### src/rtl/approx_mul_pkg.sv
// Shared types for the approximate half-adder multiplier: cell modes and the
// single-cell behaviour used by every HA array.
package approx_mul_pkg;

  typedef enum logic [1:0] {
    HA_EXACT  = 2'b00,
    HA_OR     = 2'b01,
    HA_ACARRY = 2'b10,
    HA_ELIM   = 2'b11
  } ha_mode_e;

  // Returns {carry, sum} of one half-adder cell under the given mode.
  function automatic logic [1:0] ha_cell(input ha_mode_e mode, input logic a, input logic b);
    logic [1:0] cs;
    case (mode)
      HA_EXACT:  cs = {a & b, a ^ b};
      HA_OR:     cs = {1'b0, a | b};
      HA_ACARRY: cs = {a, 1'b0};
      default:   cs = 2'b00;
    endcase
    return cs;
  endfunction

endpackage

### src/rtl/approx_ha_row.sv
// One HA array: folds partial-product rows 2k and 2k+1 into a sum vector t and
// a carry vector b, each cell running in its own approximation mode.
module approx_ha_row
  import approx_mul_pkg::*;
#(
  parameter int N = 8
) (
  input  logic [1:0]         x_pair,
  input  logic [N-1:0]       y,
  input  logic [2*(N-1)-1:0] modes,
  output logic [N:0]         t,
  output logic [N-2:0]       b
);

  logic [N-2:0] s_v;
  logic [N-2:0] c_v;

  // Cell j adds pp[2k][j+1] and pp[2k+1][j], both at weight j+1.
  for (genvar j = 0; j < N - 1; j++) begin : g_cell
    assign {c_v[j], s_v[j]} = ha_cell(ha_mode_e'(modes[2*j +: 2]),
                                      x_pair[0] & y[j+1],
                                      x_pair[1] & y[j]);
  end

  assign t = {c_v[N-2], s_v, x_pair[0] & y[0]};
  assign b = {x_pair[1] & y[N-1], c_v[N-3:0]};

endmodule

### src/rtl/approx_ha_mul_pipe.sv
// Three-stage elastic approximate NxN multiplier: operand register, HA-array
// register, final-sum register; per-array mode table writable only when empty.
module approx_ha_mul_pipe
  import approx_mul_pkg::*;
#(
  parameter  int N     = 8,
  localparam int ROWS  = N / 2,
  localparam int CELLS = N - 1,
  localparam int RW    = $clog2(ROWS)
) (
  input  logic               clk,
  input  logic               rst_n,
  input  logic               in_valid,
  output logic               in_ready,
  input  logic [N-1:0]       x,
  input  logic [N-1:0]       y,
  output logic               out_valid,
  input  logic               out_ready,
  output logic [2*N-1:0]     p,
  input  logic               cfg_we,
  input  logic [RW-1:0]      cfg_row,
  input  logic [2*CELLS-1:0] cfg_data,
  output logic               cfg_ready
);

  logic               v1, v2, v3;
  logic               ld1, ld2, ld3;
  logic               cfg_take, row_ok, accept;
  logic [N-1:0]       x_q, y_q;
  logic [N:0]         t_d [ROWS];
  logic [N:0]         t_q [ROWS];
  logic [N-2:0]       b_d [ROWS];
  logic [N-2:0]       b_q [ROWS];
  logic [2*CELLS-1:0] mode_tbl [ROWS];
  logic [2*N-1:0]     p_d;

  assign ld3       = !v3 || out_ready;
  assign ld2       = !v2 || ld3;
  assign ld1       = !v1 || ld2;
  assign cfg_ready = !(v1 || v2 || v3);
  assign cfg_take  = cfg_we && cfg_ready;
  assign in_ready  = ld1 && !cfg_take;
  assign accept    = in_valid && in_ready;
  assign out_valid = v3;

  if ((1 << RW) == ROWS) begin : g_row_pow2
    assign row_ok = 1'b1;
  end else begin : g_row_chk
    assign row_ok = (32'(cfg_row) < ROWS);
  end

  for (genvar k = 0; k < ROWS; k++) begin : g_row
    approx_ha_row #(.N(N)) u_row (
      .x_pair (x_q[2*k +: 2]),
      .y      (y_q),
      .modes  (mode_tbl[k]),
      .t      (t_d[k]),
      .b      (b_d[k])
    );
  end

  // Carries in b sit two bits above their index within the array.
  always_comb begin
    p_d = '0;
    for (int k = 0; k < ROWS; k++) begin
      p_d = p_d + ((((2*N)'(t_q[k])) + (((2*N)'(b_q[k])) << 2)) << (2 * k));
    end
  end

  always_ff @(posedge clk or negedge rst_n) begin
    if (!rst_n) begin
      v1  <= 1'b0;
      v2  <= 1'b0;
      v3  <= 1'b0;
      x_q <= '0;
      y_q <= '0;
      p   <= '0;
      for (int k = 0; k < ROWS; k++) begin
        t_q[k]      <= '0;
        b_q[k]      <= '0;
        mode_tbl[k] <= {CELLS{HA_EXACT}};
      end
    end else begin
      if (ld1) begin
        v1 <= accept;
        if (accept) begin
          x_q <= x;
          y_q <= y;
        end
      end
      if (ld2) begin
        v2 <= v1;
        if (v1) begin
          for (int k = 0; k < ROWS; k++) begin
            t_q[k] <= t_d[k];
            b_q[k] <= b_d[k];
          end
        end
      end
      if (ld3) begin
        v3 <= v2;
        if (v2) p <= p_d;
      end
      if (cfg_take && row_ok) mode_tbl[cfg_row] <= cfg_data;
    end
  end

endmodule

### config.mk
export PLATFORM = sky130hd
export DESIGN_NAME = approx_ha_mul_pipe
export DESIGN_NICKNAME = d
export VERILOG_FILES = /design/src/rtl/approx_mul_pkg.sv /design/src/rtl/approx_ha_row.sv /design/src/rtl/approx_ha_mul_pipe.sv
export SDC_FILE = /design/constraint.sdc
export NUM_CORES = 1
export LEC_CHECK = 0
export ABC_AREA = 1
export BUFFER_PORTS_ARGS = -buffer_cell sky130_fd_sc_hd__buf_2
export CORE_UTILIZATION = 50
export DETAILED_ROUTE_END_ITERATION = 12
export GPL_ROUTABILITY_DRIVEN = 1
export PLACE_DENSITY_LB_ADDON = 0.2
export SLEW_MARGIN = 20
export SYNTH_ARGS = -nofsm -noshare
export SYNTH_HDL_FRONTEND = slang
export SYNTH_SLANG_ARGS = --single-unit
### constraint.sdc
create_clock -name clk -period 3.5 [get_ports clk]
set_input_delay 0.7 -clock clk [delete_from_list [all_inputs] [get_ports clk]]
set_output_delay 0.7 -clock clk [all_outputs]
set_load 0.01 [all_outputs]
==> metrics.csv <==
metric,value,unit
Num CTS Buffers,17,
fmax,269,MHz
Die ar.,20300,sq um
global placer's final weighted congestion,0.807,
CP dominant cell by count,nand2_1,
dpl ws,-0.315,ns
crit-path max FO,5,
Worst path max stage delay,0.54,ns
initial antenna violation count,0,
Worst Setup End Kind,flip-flop,
CORE AREA,19000,sq um
Ys Warns,0,
Final ANT Viol Nets,0,
post-placement cell count,1476,
Die Width,142,um
Setup CP Type,reg2reg,
Slew headroom,54.8,%
ys async rst share,100,%
routed wire length,23100,um
number of global-route vias before repair,7471,
cell count along the critical path,20,
share of layout cells above drive strength 1,16.9,%
synthesized cell area,9840,sq um
Area after DPL,10600,sq um
average instance area after synthesis,8.44,sq um
"EDFF count, synth",0,
Least-Margin Pin Slew,0.679,ns
row count,50,
clk_skew,0.00782,ns
ANT cells,0,
crit path launch,b_q[14]$_DFFE_PN0P_,
pin count of the biggest net entering global routing,71,
WL/cell,15.3,um
part of the Yosys area used for sequential elements,39.4,%
# clock sinks,155,
fin cells,1514,
Seq cells post-synth,155,
synthesized instance count,1167,
WP data arrival,4.05,ns
Yosys top cell by area,dfrtp_1,
startpoint type of the worst setup path,flip-flop,
Syn-to-layout area delta,16.0,%
Max Cap Viol,0,
cells along the critical path,ha_2 -> fa_2 -> nand3_2 -> nand3_2 -> xnor2_2 -> fa_1 -> fa_1 -> fa_1 -> inv_2 -> ha_4 -> nand2_2 -> nand2_1 -> nand2_1 -> nand2_1 -> nand2_1 -> nand3_2 -> inv_1 -> nand2_1 -> nand3_1 -> nand2_1,
crit-path leading delay family,adder cells,
DP HPWL,16700,um
RSZ-0062 raised after global routing,yes,
fin. max-slew vios,0,
vias per std cell,5.19,
failing checks,setup timing,
gr ovfl total,0,
worst r2r src,b_q[14]$_DFFE_PN0P_,
Buf/Inv on CP,2,
distinct cell type count after synthesis,32,
drc violations,0,
Post-synth top flop,dfrtp_1,
initial DRC count,436,
root buffer cell,clkbuf_16,
Final nets,1404,
number of I/O pins,56,
vias,7853,
CTS clock-pin slew for the worst setup and hold paths,0.07,ns
reg2reg end,p[15]$_DFFE_PN0P_,
outcome,finished with violations,
IO Port Bufs,55,
syn_nets,1330,
Initial Utilization,51.8,%
synth top area cells,"dfrtp_1 (39%), ha_1 (13%), nand2_1 (12%)",
post-synth top area share,39.4,%
Max Root-Sink Buffers,2,
Final Worst Setup Slack,-0.222,ns
FF-to-FF path depth,20,
fin area,11400,sq um
CP Data Required Time,3.83,ns
DIE HEIGHT,142,um
Pre-antenna DRT Iters,5,
final setup vio count,8,
Tmin final,3.72,ns
CTS tree,built,
Clock Latency Late Sink,0.43,ns
Worst Hold Class,in2async,
CTS H-tree lvls,4,
first-pass GRT wire length,38100,um
Final period util,106,%
CP endpoint,p[15]$_DFFE_PN0P_,
R2R setup slack,-0.22,ns
GRT Total Usage,24.7,%
Final Hold Violating Endpoints,0,
CP max stage cell,fa_1,
==> worst register-to-register path: stages (launching register included) <==
cell	delay (ns)
dfrtp_1	0.38
ha_2	0.20
fa_2	0.35
nand3_2	0.07
nand3_2	0.09
xnor2_2	0.15
fa_1	0.54
fa_1	0.44
fa_1	0.51
inv_2	0.05
ha_4	0.24
nand2_2	0.07
nand2_1	0.05
nand2_1	0.06
nand2_1	0.05
nand2_1	0.07
nand3_2	0.08
inv_1	0.06
nand2_1	0.05
nand3_1	0.06
nand2_1	0.05
==> state kept, by name, indices dropped and copies added, names as in the netlist <==
name,flops
b_q,28
mode_tbl,56
out_valid,1
p,16
t_q,36
v1,1
v2,1
x_q,8
y_q,8
==> stage by stage <==
step	util (%)	TNS, ns	hold slack (ns)
2_1_floorplan	-	-0.382	0.404
3_3_place_gp	55.5	-1.30	0.460
3_5_place_dp	55.5	-1.69	0.463
4_1_cts	59.5	-1.21	0.289
5_1_grt	60.1	-2.71	0.325
6_report	60.1	-1.28	0.262
==> cells by family after synthesis <==
| group | synth area share [%] |
|---|---|
| compound gates | 14.2 |
| xor+xnor | 1.51 |
| fa+ha+maj | 17.7 |
| buf+inv | 9.81 |
| flops | 39.4 |
| simple gates | 17.4 |
==> worst min-delay path by stage <==
stage | start | endpoint | slack [ns] | cells after the start
final | rst_n | p[1]$_DFFE_PN0P_ | 0.26 | 1
after global routing | rst_n | p[1]$_DFFE_PN0P_ | 0.33 | 1
after CTS | rst_n | p[1]$_DFFE_PN0P_ | 0.29 | 1
after detailed placement | p[4]$_DFFE_PN0P_ | p[4]$_DFFE_PN0P_ | 0.46 | 2
after global placement | p[5]$_DFFE_PN0P_ | p[5]$_DFFE_PN0P_ | 0.46 | 2
after floorplan | rst_n | b_q[0]$_DFFE_PN0P_ | 0.40 | 0
==> cell usage in the layout, fill, tap and decap left out, types with 4 or more instances in the layout <==
cell	synthesis	final
inv_2	2	4
buf_4	3	41
nand3_1	42	34
ha_4	0	7
inv_1	189	186
nand3_2	0	8
xor2_1	7	7
o21ai_0	81	78
dfrtp_1	155	155
nor2_1	37	37
buf_2	10	54
o21ai_1	10	12
ha_1	104	95
o31ai_1	45	45
xnor2_1	10	7
o21ai_2	40	41
fa_1	22	21
bufinv_16	0	6
clkbuf_16	0	17
nor3_4	5	5
nand2_1	327	324
o2111ai_1	11	11
a21oi_1	21	17
a21oi_2	0	4
==> cells in the mapped netlist, types with 2 or more instances <==
master	instances
nand2_1	327
inv_1	189
dfrtp_1	155
ha_1	104
o21ai_0	81
o31ai_1	45
nand3_1	42
o21ai_2	40
nor2_1	37
clkbuf_1	22
fa_1	22
a21oi_1	21
o2111ai_1	11
buf_2	10
o21ai_1	10
xnor2_1	10
buf_6	8
xor2_1	7
nor3_4	5
buf_4	3
a21o_1	2
a31oi_1	2
inv_2	2
nand2_2	2
nand4_1	2
o21bai_1	2
==> metal layers <==
| metal | up-vias | share of wire, % | track usage, % | wire [um] |
|---|---|---|---|---|
| li1 | 3884 | - | - | - |
| met1 | 3741 | 47 | 34.8 | 10900 |
| met2 | 198 | 45 | 39.0 | 10500 |
| met3 | 30 | 5.5 | 4.34 | 1260 |
| met4 | 0 | 1.8 | 7.30 | 424 |
| met5 | - | 0 | 0 | 0 |
==> final cells by class <==
class / instances / area [sq um]
tap: 260 / 325
multi-input combinational: 777 / 5190
clock inverter: 13 / 239
sequential: 155 / 3880
clock buffer: 19 / 443
fill: 1693 / 7590
timing repair buffer: 98 / 621
inverter: 192 / 723
==> what timing repair did <==
item / 4_1_cts / 5_1_grt
gates resized for setup: 11 / 14
endpoints found under the setup margin: 8 / 8
pin swaps: 7 / 8
hold buffers: 0 / 0
setup buffers: 2 / 4
gates cloned: 0 / 0
Power is not shown: default switching activity piles up to over one toggle a cycle in this logic, so the estimate is an artifact.
